==> config.mk <==
export PLATFORM = sky130hd
export DESIGN_NAME = tamagotchi_btn_cond_flat
export DESIGN_NICKNAME = d
export VERILOG_FILES = /design/src/rtl/tamagotchi_btn_cond_pkg.sv /design/src/rtl/tamagotchi_btn_cond_if.sv /design/src/rtl/tamagotchi_btn_cond_debounce.sv /design/src/rtl/tamagotchi_btn_cond.sv /design/src/flat_wrapper.sv
export SDC_FILE = /design/constraint.sdc
export NUM_CORES = 1
export LEC_CHECK = 0
export ABC_CLOCK_PERIOD_IN_PS = 6990
export CAP_MARGIN = 5
export CORE_MARGIN = 1.5
export CORE_UTILIZATION = 40
export CTS_CLUSTER_SIZE = 25
export DETAILED_ROUTE_END_ITERATION = 12
export SYNTH_ARGS = -nofsm -noshare
export SYNTH_HDL_FRONTEND = slang
export SYNTH_SLANG_ARGS = --single-unit
==> constraint.sdc <==
create_clock -name clk -period 6.99 [get_ports clk]
set_input_delay 1.7475 -clock clk [delete_from_list [all_inputs] [get_ports clk]]
set_output_delay 1.7475 -clock clk [all_outputs]
set_load 0.05 [all_outputs]
==> src/rtl/tamagotchi_btn_cond_pkg.sv <==
`default_nettype none
// ============================================================================
//  Package    : tamagotchi_pkg
//  Description: Shared constants and long-press state encoding for the
//               tamagotchi pushbutton conditioning stage.
//  Revision   : 1.0 - initial release
// ============================================================================
package tamagotchi_pkg;

  localparam logic [1:0] LP_IDLE  = 2'd0;
  localparam logic [1:0] LP_HOLD  = 2'd1;
  localparam logic [1:0] LP_FIRED = 2'd2;

  localparam int CLK_HZ       = 50000000;
  localparam int DEBOUNCE_MS  = 20;
  localparam int LONG_PRESS_S = 5;

  localparam int DEBOUNCE_CYC_DEF = (CLK_HZ / 1000) * DEBOUNCE_MS;
  localparam int LONG_CYC_DEF     = CLK_HZ * LONG_PRESS_S;

  // Maps a synchronised raw key sample to 1 = pressed.
  function automatic logic pressed(input logic raw, input logic active_low);
    return active_low ? ~raw : raw;
  endfunction

endpackage
`default_nettype wire

==> src/rtl/tamagotchi_btn_cond_if.sv <==
`default_nettype none
// ============================================================================
//  Interface  : tamagotchi_btn_cond_if
//  Description: Raw board keys in, conditioned button levels/pulses out.
//               Optional press_* pulses exist when BTN_COND_PULSE_EN is defined.
//  Revision   : 1.0 - initial release
// ============================================================================
interface tamagotchi_btn_cond_if;

  logic key_salud_raw;
  logic key_energia_raw;
  logic key_hambre_raw;
  logic key_diversion_raw;
  logic key_reset_raw;
  logic key_test_raw;

  logic btn_salud;
  logic btn_energia;
  logic btn_hambre;
  logic btn_diversion;
  logic btn_reset;
  logic btn_test;
  logic hold_active;

`ifdef BTN_COND_PULSE_EN
  logic press_salud;
  logic press_energia;
  logic press_hambre;
  logic press_diversion;

  modport master (
    output key_salud_raw, key_energia_raw, key_hambre_raw,
           key_diversion_raw, key_reset_raw, key_test_raw,
    input  btn_salud, btn_energia, btn_hambre, btn_diversion,
           btn_reset, btn_test, hold_active,
           press_salud, press_energia, press_hambre, press_diversion
  );

  modport slave (
    input  key_salud_raw, key_energia_raw, key_hambre_raw,
           key_diversion_raw, key_reset_raw, key_test_raw,
    output btn_salud, btn_energia, btn_hambre, btn_diversion,
           btn_reset, btn_test, hold_active,
           press_salud, press_energia, press_hambre, press_diversion
  );
`else
  modport master (
    output key_salud_raw, key_energia_raw, key_hambre_raw,
           key_diversion_raw, key_reset_raw, key_test_raw,
    input  btn_salud, btn_energia, btn_hambre, btn_diversion,
           btn_reset, btn_test, hold_active
  );

  modport slave (
    input  key_salud_raw, key_energia_raw, key_hambre_raw,
           key_diversion_raw, key_reset_raw, key_test_raw,
    output btn_salud, btn_energia, btn_hambre, btn_diversion,
           btn_reset, btn_test, hold_active
  );
`endif

endinterface
`default_nettype wire

==> src/rtl/tamagotchi_btn_cond_debounce.sv <==
`default_nettype none
// ============================================================================
//  Module     : btn_debounce
//  Description: 2-flop synchroniser, polarity normalisation and counter
//               debouncer for one raw key; o_level is 1 while pressed.
//  Revision   : 1.0 - initial release
// ============================================================================
module btn_debounce
  import tamagotchi_pkg::*;
#(
  parameter int DEBOUNCE_CYC = DEBOUNCE_CYC_DEF,
  parameter int ACTIVE_LOW   = 1
)(
  input  wire logic clk,
  input  wire logic rst,
  input  wire logic i_key_raw,
  output logic      o_level
);

  localparam int             c_CW         = $clog2(DEBOUNCE_CYC + 1);
  localparam logic [c_CW-1:0] c_CNT_LAST  = c_CW'(DEBOUNCE_CYC - 1);
  localparam logic           c_ACTIVE_LOW = (ACTIVE_LOW != 0);

  logic            r_sync1;
  logic            r_sync2;
  logic            r_stable;
  logic [c_CW-1:0] r_cnt;
  logic            w_s;

  // Synchroniser resets to the released level so reset release is edge-free.
  always_ff @(posedge clk or posedge rst) begin
    if (rst) begin
      r_sync1 <= c_ACTIVE_LOW;
      r_sync2 <= c_ACTIVE_LOW;
    end else begin
      r_sync1 <= i_key_raw;
      r_sync2 <= r_sync1;
    end
  end

  assign w_s = pressed(r_sync2, c_ACTIVE_LOW);

  always_ff @(posedge clk or posedge rst) begin
    if (rst) begin
      r_stable <= 1'b0;
      r_cnt    <= '0;
    end else if (w_s == r_stable) begin
      r_cnt <= '0;
    end else if (r_cnt == c_CNT_LAST) begin
      r_stable <= w_s;
      r_cnt    <= '0;
    end else begin
      r_cnt <= r_cnt + 1'b1;
    end
  end

  assign o_level = r_stable;

endmodule
`default_nettype wire

==> src/rtl/tamagotchi_btn_cond.sv <==
`default_nettype none
// ============================================================================
//  Module     : tamagotchi_btn_cond
//  Description: Debounces the six board keys, drives held action levels and
//               5 s long-press pulses for reset/test. Optional macro
//               BTN_COND_PULSE_EN adds one-cycle press_* rising-edge pulses.
//  Revision   : 1.0 - initial release
// ============================================================================
module tamagotchi_btn_cond
  import tamagotchi_pkg::*;
#(
  parameter int DEBOUNCE_CYC = DEBOUNCE_CYC_DEF,
  parameter int LONG_CYC     = LONG_CYC_DEF,
  parameter int ACTIVE_LOW   = 1
)(
  input wire logic              clk,
  input wire logic              rst,
  tamagotchi_btn_cond_if.slave  bus
);

  localparam int c_K_SALUD     = 0;
  localparam int c_K_ENERGIA   = 1;
  localparam int c_K_HAMBRE    = 2;
  localparam int c_K_DIVERSION = 3;
  localparam int c_K_RESET     = 4;
  localparam int c_K_TEST      = 5;
  localparam int c_N_KEYS      = 6;

  localparam int              c_HW         = $clog2(LONG_CYC + 1);
  localparam logic [c_HW-1:0] c_HCNT_ONE   = c_HW'(1);
  localparam logic [c_HW-1:0] c_HCNT_LAST  = c_HW'(LONG_CYC - 1);

  logic [c_N_KEYS-1:0] w_raw;
  logic [c_N_KEYS-1:0] w_level;

  assign w_raw = {bus.key_test_raw, bus.key_reset_raw, bus.key_diversion_raw,
                  bus.key_hambre_raw, bus.key_energia_raw, bus.key_salud_raw};

  for (genvar gi = 0; gi < c_N_KEYS; gi++) begin : g_key
    btn_debounce #(
      .DEBOUNCE_CYC (DEBOUNCE_CYC),
      .ACTIVE_LOW   (ACTIVE_LOW)
    ) u_db (
      .clk       (clk),
      .rst       (rst),
      .i_key_raw (w_raw[gi]),
      .o_level   (w_level[gi])
    );
  end

  // Index 0 = reset key, 1 = test key; a held reset key parks the test FSM.
  logic [1:0] w_lp_level;
  logic [1:0] w_lp_force;
  logic [1:0] w_lp_pulse;
  logic [1:0] w_lp_hold;

  assign w_lp_level = {w_level[c_K_TEST], w_level[c_K_RESET]};
  assign w_lp_force = {w_level[c_K_RESET], 1'b0};

  for (genvar gl = 0; gl < 2; gl++) begin : g_lp
    logic [1:0]      r_state;
    logic [c_HW-1:0] r_hcnt;
    logic            r_pulse;

    always_ff @(posedge clk or posedge rst) begin
      if (rst) begin
        r_state <= LP_IDLE;
        r_hcnt  <= '0;
        r_pulse <= 1'b0;
      end else begin
        r_pulse <= 1'b0;
        if (w_lp_force[gl]) begin
          r_state <= LP_IDLE;
          r_hcnt  <= '0;
        end else begin
          case (r_state)
            LP_IDLE: begin
              if (w_lp_level[gl]) begin
                r_state <= LP_HOLD;
                r_hcnt  <= c_HCNT_ONE;
              end
            end
            LP_HOLD: begin
              if (!w_lp_level[gl]) begin
                r_state <= LP_IDLE;
                r_hcnt  <= '0;
              end else if (r_hcnt == c_HCNT_LAST) begin
                r_state <= LP_FIRED;
                r_hcnt  <= '0;
                r_pulse <= 1'b1;
              end else begin
                r_hcnt <= r_hcnt + 1'b1;
              end
            end
            LP_FIRED: begin
              if (!w_lp_level[gl]) r_state <= LP_IDLE;
            end
            default: begin
              r_state <= LP_IDLE;
              r_hcnt  <= '0;
            end
          endcase
        end
      end
    end

    assign w_lp_pulse[gl] = r_pulse;
    assign w_lp_hold[gl]  = (r_state == LP_HOLD);
  end

  assign bus.btn_salud     = w_level[c_K_SALUD];
  assign bus.btn_energia   = w_level[c_K_ENERGIA];
  assign bus.btn_hambre    = w_level[c_K_HAMBRE];
  assign bus.btn_diversion = w_level[c_K_DIVERSION];
  assign bus.btn_reset     = w_lp_pulse[0];
  assign bus.btn_test      = w_lp_pulse[1];
  assign bus.hold_active   = |w_lp_hold;

`ifdef BTN_COND_PULSE_EN
  logic [3:0] r_level_d;

  always_ff @(posedge clk or posedge rst) begin
    if (rst) r_level_d <= '0;
    else     r_level_d <= w_level[3:0];
  end

  assign bus.press_salud     = w_level[c_K_SALUD]     & ~r_level_d[c_K_SALUD];
  assign bus.press_energia   = w_level[c_K_ENERGIA]   & ~r_level_d[c_K_ENERGIA];
  assign bus.press_hambre    = w_level[c_K_HAMBRE]    & ~r_level_d[c_K_HAMBRE];
  assign bus.press_diversion = w_level[c_K_DIVERSION] & ~r_level_d[c_K_DIVERSION];
`endif

endmodule
`default_nettype wire

==> src/flat_wrapper.sv <==
// flat-port wrapper written by rule: the top's interface ports become plain ports
module tamagotchi_btn_cond_flat import tamagotchi_pkg::*;
#(
  parameter int DEBOUNCE_CYC = DEBOUNCE_CYC_DEF,
  parameter int LONG_CYC     = LONG_CYC_DEF,
  parameter int ACTIVE_LOW   = 1
)
  (clk, rst, bus_key_salud_raw, bus_key_energia_raw, bus_key_hambre_raw, bus_key_diversion_raw, bus_key_reset_raw, bus_key_test_raw, bus_btn_salud, bus_btn_energia, bus_btn_hambre, bus_btn_diversion, bus_btn_reset, bus_btn_test, bus_hold_active);
  tamagotchi_btn_cond_if bus_i ();
  input wire logic clk;
  input wire logic rst;
  input wire logic [$bits(bus_i.key_salud_raw)-1:0] bus_key_salud_raw;
  input wire logic [$bits(bus_i.key_energia_raw)-1:0] bus_key_energia_raw;
  input wire logic [$bits(bus_i.key_hambre_raw)-1:0] bus_key_hambre_raw;
  input wire logic [$bits(bus_i.key_diversion_raw)-1:0] bus_key_diversion_raw;
  input wire logic [$bits(bus_i.key_reset_raw)-1:0] bus_key_reset_raw;
  input wire logic [$bits(bus_i.key_test_raw)-1:0] bus_key_test_raw;
  output wire logic [$bits(bus_i.btn_salud)-1:0] bus_btn_salud;
  output wire logic [$bits(bus_i.btn_energia)-1:0] bus_btn_energia;
  output wire logic [$bits(bus_i.btn_hambre)-1:0] bus_btn_hambre;
  output wire logic [$bits(bus_i.btn_diversion)-1:0] bus_btn_diversion;
  output wire logic [$bits(bus_i.btn_reset)-1:0] bus_btn_reset;
  output wire logic [$bits(bus_i.btn_test)-1:0] bus_btn_test;
  output wire logic [$bits(bus_i.hold_active)-1:0] bus_hold_active;
  assign bus_i.key_salud_raw = bus_key_salud_raw;
  assign bus_i.key_energia_raw = bus_key_energia_raw;
  assign bus_i.key_hambre_raw = bus_key_hambre_raw;
  assign bus_i.key_diversion_raw = bus_key_diversion_raw;
  assign bus_i.key_reset_raw = bus_key_reset_raw;
  assign bus_i.key_test_raw = bus_key_test_raw;
  assign bus_btn_salud = bus_i.btn_salud;
  assign bus_btn_energia = bus_i.btn_energia;
  assign bus_btn_hambre = bus_i.btn_hambre;
  assign bus_btn_diversion = bus_i.btn_diversion;
  assign bus_btn_reset = bus_i.btn_reset;
  assign bus_btn_test = bus_i.btn_test;
  assign bus_hold_active = bus_i.hold_active;
  tamagotchi_btn_cond #(.DEBOUNCE_CYC(DEBOUNCE_CYC), .LONG_CYC(LONG_CYC), .ACTIVE_LOW(ACTIVE_LOW)) u_core (.clk(clk), .rst(rst), .bus(bus_i));
endmodule
==> impl_metrics.py, run 1 <==
metrics = {
    "synthesis": {
        "avgSynthCellArea_um2": 9.87,
        "synthArstFlopShare": 1.00,
        "synth_most_common_cell": "dfrtp_1",
        "synth_top_cell_by_area": "dfrtp_1",
        "yosys_warnings": 0,
        "synthCells": 990,
        "yosysUniqueCellTypes": 54,
        "synth-seq-cells": 200,
        "synth_area_leaders": "dfrtp_1 48%, xnor2_1 7.5%, nor2_1 7.1%, xor2_1 6.9%, nand3_1 3.6%",
        "synth_common_cells": "188 x dfrtp_1, 185 x nor2_1, 84 x xnor2_1",
        "synth_top_area_share": 0.482,
        "synth_nets": 1006,
        "synth-edff-count": 0,
        "synth_flop_cell": "dfrtp_1",
        "syn_area_um2": 9770,
        "ys_seq_area_frac": 0.514,
    },
    "clock_network": {
        "cts_tree": "done",
        "cts_hold_buf": 0,
        "clkSinkCount": 200,
        "cts_buffers": 17,
        "root_buffer": "clkbuf_16",
        "cts_setup_buffers": 0,
        "clock_path_buffers": 2,
        "clkTransAtPathRegs_ns": 0.07,
        "cts.repair.resized": 0,
        "h-tree-depth": 4,
        "worstSkewPairLatency_ns": 0.43,
    },
    "critical_path": {
        "required_ns": 5.24,
        "worstSetupPathType": "reg2out",
        "crit_start": "u_core.g_lp[1].r_state[0]",
        "r2r-start": "u_core.g_lp[1].r_hcnt[0]",
        "r2r_end": "u_core.g_lp[1].r_hcnt[13]",
        "crit_path_top_delay_cell": "clkdlybuf4s50_1",
        "cp.arrival_ns": 2.07,
        "end_kind": "output pin",
        "regToRegSetupSlack_ns": 4.36,
        "max_stage_delay_ns": 0.82,
        "reg2reg_depth": 5,
        "start_kind": "register",
        "crit_chain": "nor2b_1 > o21bai_1 > clkdlybuf4s50_1",
        "cp_max_fo": 10,
    },
    "pwr": {
        "seqPwrFrac": 0.529,
        "switchingPower_mw": 0.476,
        "pwr-share-clk": 0.446,
        "leakage_nw": 4.44,
        "ir_drop_v": 0.000152,
        "internal_power_mw": 1.76,
        "p_comb_frac": 0.025,
        "swShare": 0.213,
        "powerDensity_nw_per_um2": 208,
    },
    "timing": {
        "rsz0062_at_grt": "no",
        "maxSlewViolCount": 0,
        "slew_headroom": 0.338,
        "min_period_ns": 3.81,
        "finalHoldViolations": 0,
        "fin_tns_setup_ns": 0,
        "whs_ns": 0.356,
        "finalCritPeriodShare": 0.546,
        "finalSetupViolCount": 0,
        "tightest_slew_ns": 0.993,
        "fmax_ghz": 0.262,
        "skew_ns": 0.0120,
    },
    "floorplanning": {
        "die_area_um2": 25400,
        "core_region_area_um2": 24100,
        "start_util": 0.405,
        "ios": 15,
        "num_rows": 57,
        "die_y_um": 159,
        "fp.dieW_um": 159,
    },
    "worst_hold_path": {
        "worstHoldEndpoint": "u_core.g_key[4].u_db.r_sync2",
        "hold_class": "reg2reg",
        "min-delay-start": "u_core.g_key[4].u_db.r_sync1",
        "whs_path_depth": 0,
    },
    "route": {
        "wl_per_cell_um": 12.6,
        "first_pass_iters": 5,
        "num_vias": 6682,
        "ant_nets": 0,
        "vias_per_cell": 5.00,
        "wirelength_um": 16800,
        "drtIter0Drc": 324,
        "drc_errors": 0,
    },
    "global_route": {
        "antenna_found_initial": 0,
        "grt_pass1_wl_um": 30200,
        "overflow": 0,
        "grt_max_degree": 185,
        "grt_pass1_vias": 6425,
        "grt_usage": 0.142,
    },
    "place": {
        "gp_congestion": 0.748,
        "io_buffers": 14,
        "place.detailed.hpwl_um": 10600,
    },
    "run_status": {
        "status": "complete, no violations",
    },
    "finish": {
        "drive_gt1_frac": 0.0652,
        "syn_to_final_growth_pct": 10.1,
        "n_antenna_cell": 0,
        "final_nets": 1015,
    },
    "job": {
        "maxCapViolCount": 0,
    },
}
## layer usage
layer	up-vias	wire [µm]	track usage	share of wire
met5	-	0	0	0
met4	0	221	0.0497	0.013
met3	16	418	0.0271	0.025
met2	62	7560	0.215	0.45
met1	3211	8600	0.204	0.51
li1	3393	-	-	-
## registers in the layout, summed over array words and instances, names as in the netlist
| register | cells |
|---|---|
| u_core.bus.btn_test | 1 |
| u_core.g_lp.r_state | 4 |
| u_core.g_key.u_db.r_cnt | 120 |
| u_core.bus.btn_reset | 1 |
| u_core.g_key.u_db.r_sync1 | 6 |
| u_core.g_key.u_db.o_level | 6 |
| u_core.g_key.u_db.r_sync2 | 6 |
| u_core.g_lp.r_hcnt | 56 |
## per-stage QoR
step                power [mW]   util  instances  instance area (µm²)  worst slack (ns)
finish                    2.24  0.446       1336                10800              3.18
global route              2.33  0.446       1336                10800              3.06
CTS                       2.27  0.446       1336                10800              3.13
detailed placement        1.26  0.421       1304                10200              3.55
global placement          1.26  0.421       1304                10200              3.56
floorplan                 1.25      -        990                 9770              2.66
## power groups by stage
stage / logic (mW) / clock network [mW] / registers, mW
floorplan: 0.0433 / 0 / 1.20
global placement: 0.0591 / 0 / 1.20
detailed placement: 0.0594 / 0 / 1.20
CTS: 0.0595 / 1.03 / 1.18
global route: 0.0674 / 1.08 / 1.18
finish: 0.0560 / 0.997 / 1.18
## area by class of cell
class	count	area [µm²]
Fill cell	2357	13400
Sequential cell	200	5020
Multi-Input combinational cell	736	4450
Clock buffer	20	447
Tap cell	324	405
Timing Repair Buffer	17	175
Clock inverter	12	150
Inverter	27	105
## worst max-delay path by stage
stage | endpoint | slack [ns] | depth (start not counted)
global placement | u_core.g_key[0].u_db.r_cnt[13] | 3.56 | 3
CTS | bus_hold_active | 3.13 | 3
floorplan | u_core.bus.btn_reset | 2.66 | 1
global route | bus_hold_active | 3.06 | 3
detailed placement | u_core.g_key[0].u_db.r_cnt[13] | 3.55 | 3
finish | bus_hold_active | 3.18 | 3
## logic make-up after synthesis
group	count (synthesis)	synth area share
AND/OR/NAND/NOR	531	0.276
flip-flops	200	0.514
XOR/XNOR	161	0.144
buffers and inverters	54	0.0306
AO/OA/AOI/OAI	33	0.0220
adder cells (fa/ha/maj)	8	0.0102
multiplexers	3	0.00307
## layout by cell type, fill, tap and decap left out, types with 7 or more instances in the layout
cell type        instances
nand2_1                 70
nor2_1                 185
a21oi_1                  8
nor4b_1                  8
xor2_1                  77
inv_1                   26
o21ai_0                 11
and3_1                  22
clkbuf_16               17
and4_1                  16
xnor2_1                 84
ha_1                     8
nor2b_1                  7
nand3_1                 70
dfstp_2                 12
and2_1                  11
nor4_1                  12
dfrtp_1                188
nand4_1                 44
nor3_1                  48
clkdlybuf4s50_1         14
## worst max-delay path, delay by kind of cell (launching register included)
| family | cells | cell delay (ns) |
|---|---|---|
| AOI/OAI and AO/OA | 1 | 0.13 |
| buffers and inverters | 1 | 0.82 |
| DFF | 1 | 0.50 |
| and+or+nand+nor | 1 | 0.19 |
Note: power is estimated with default switching activity, not from simulation.
==> inputs of run 2 (changes only) <==
--- a/config.mk
+++ b/config.mk
@@ -5,7 +5,7 @@
 export SDC_FILE = /design/constraint.sdc
 export NUM_CORES = 1
 export LEC_CHECK = 0
-export ABC_CLOCK_PERIOD_IN_PS = 6990
+export ABC_CLOCK_PERIOD_IN_PS = 3600
 export CAP_MARGIN = 5
 export CORE_MARGIN = 1.5
 export CORE_UTILIZATION = 40
==> constraint.sdc (replaced) <==
create_clock -name clk -period 3.6 [get_ports clk]
set_input_delay 0.9 -clock clk [delete_from_list [all_inputs] [get_ports clk]]
set_output_delay 0.9 -clock clk [all_outputs]
set_load 0.05 [all_outputs]
==> impl_metrics.py, run 2 (synthesized netlist as in run 1, its figures left out) <==
metrics = {
    "clock_network": {
        "root_buffer": "clkbuf_16",
        "clkTransAtPathRegs_ns": 0.07,
        "clkSinkCount": 200,
        "cts_tree": "done",
        "cts.repair.resized": 0,
        "cts_setup_buffers": 0,
        "worstSkewPairLatency_ns": 0.43,
        "cts_hold_buf": 0,
        "h-tree-depth": 4,
        "clock_path_buffers": 2,
        "cts_buffers": 17,
    },
    "job": {
        "maxCapViolCount": 0,
    },
    "timing": {
        "finalSetupViolCount": 0,
        "finalHoldViolations": 0,
        "fin_tns_setup_ns": 0,
        "min_period_ns": 2.96,
        "rsz0062_at_grt": "no",
        "fmax_ghz": 0.337,
        "tightest_slew_ns": 0.841,
        "finalCritPeriodShare": 0.824,
        "maxSlewViolCount": 0,
        "skew_ns": 0.0105,
        "setup_ws_ns": 0.635,
        "slew_headroom": 0.439,
    },
    "worst_hold_path": {
        "hold_class": "reg2reg",
    },
    "floorplanning": {
        "ios": 15,
        "num_rows": 57,
        "die_area_um2": 25400,
        "start_util": 0.405,
        "fp.dieW_um": 159,
        "core_region_area_um2": 24100,
        "die_y_um": 159,
    },
    "place": {
        "place.detailed.hpwl_um": 11300,
        "gp_congestion": 0.760,
        "io_buffers": 14,
        "pre_cts_ws_ns": 1.09,
        "dpl_cell_area_um2": 10200,
    },
    "finish": {
        "n_antenna_cell": 0,
        "final_nets": 1021,
        "largest_reg_flops": 120,
        "drive_gt1_frac": 0.0707,
        "largest_register": "u_core.g_key.u_db.r_cnt",
        "top_regs": "u_core.g_key.u_db.r_cnt (120), u_core.g_lp.r_hcnt (56)",
        "final_cell_mix": "188 x dfrtp_1, 185 x nor2_1, 84 x xnor2_1, 77 x xor2_1",
        "final_common_cell": "dfrtp_1",
        "design_area_um2": 10800,
        "syn_to_final_growth_pct": 10.8,
    },
    "pwr": {
        "leakage_nw": 4.46,
        "ir_drop_v": 0.000299,
        "powerDensity_nw_per_um2": 399,
        "power.total_mw": 4.31,
    },
    "global_route": {
        "grt_max_degree": 49,
        "grt_pass1_vias": 6603,
        "grt_pass1_wl_um": 30700,
        "grt_usage": 0.144,
        "overflow": 0,
        "antenna_found_initial": 0,
    },
    "critical_path": {
        "worstSetupPathType": "reg2out",
        "cp.arrival_ns": 2.06,
        "crit_chain": "nor2b_1 > o21bai_1 > clkdlybuf4s50_1",
        "required_ns": 2.70,
        "start_kind": "register",
        "cp_max_fo": 10,
        "max_stage_delay_ns": 0.81,
        "crit_path_top_delay_cell": "clkdlybuf4s50_1",
        "end_kind": "output pin",
    },
    "route": {
        "num_vias": 6742,
        "drc_errors": 0,
        "wl_per_cell_um": 12.8,
        "first_pass_iters": 4,
        "wirelength_um": 17200,
        "ant_nets": 0,
        "drtIter0Drc": 351,
        "vias_per_cell": 5.02,
    },
    "run_status": {
        "status": "complete, no violations",
    },
}
## run 2: worst max-delay path, delay by kind of cell, from the launching register on
family                 cells  cell delay, ns
buffers and inverters      1            0.81
AND/OR/NAND/NOR            1            0.20
AO/OA/AOI/OAI              1            0.13
flip-flops                 1            0.49
## run 2: report_power, final
part	switching [mW]	leakage, nW	internal (mW)
logic	0.0824	1.45	0.0364
registers	0.0207	2.74	2.27
clock network	0.851	0.273	1.05
total	0.954	4.46	3.36
## run 2: final timing paths
path | from | to | slack [ns] | depth (start not counted)
worst max-delay path | u_core.g_lp[1].r_state[0] | bus_hold_active | 0.64 | 3
worst min-delay path | u_core.g_key[2].u_db.r_sync1 | u_core.g_key[2].u_db.r_sync2 | 0.36 | 0
worst max register to register | u_core.g_lp[0].r_hcnt[14] | u_core.g_lp[0].r_hcnt[8] | 1.37 | 5
worst min register to register | u_core.g_key[2].u_db.r_sync1 | u_core.g_key[2].u_db.r_sync2 | 0.36 | 0
max in group asynchronous | rst | u_core.g_key[2].u_db.r_sync1 | 2.01 | 3
min in group asynchronous | rst | u_core.g_key[4].u_db.r_cnt[19] | 0.87 | 2
## run 2: cell type report
type                    count  area (µm²)
clock buffers              19         443
flip-flops and latches    200        5020
inverters                  27         105
multi-input cells         736        4450
repair buffers             23         258
well taps                 324         405
fillers                  2354       13300
clock inverters            13         146
## run 2: routing by layer
metal,vias to the layer above,routed length (µm),GRT usage
met5,-,0,0
met4,0,156,0.0450
met3,13,312,0.0266
met2,48,7900,0.227
met1,3288,8860,0.203
li1,3393,-,-
## run 2: stage by stage
step / instances / hold slack, ns / utilization
3_5_place_dp: 1310 / 0.348 / 0.425
6_report: 1342 / 0.356 / 0.449
2_1_floorplan: 990 / 0.345 / -
3_3_place_gp: 1310 / 0.346 / 0.425
5_1_grt: 1342 / 0.363 / 0.449
4_1_cts: 1342 / 0.358 / 0.449
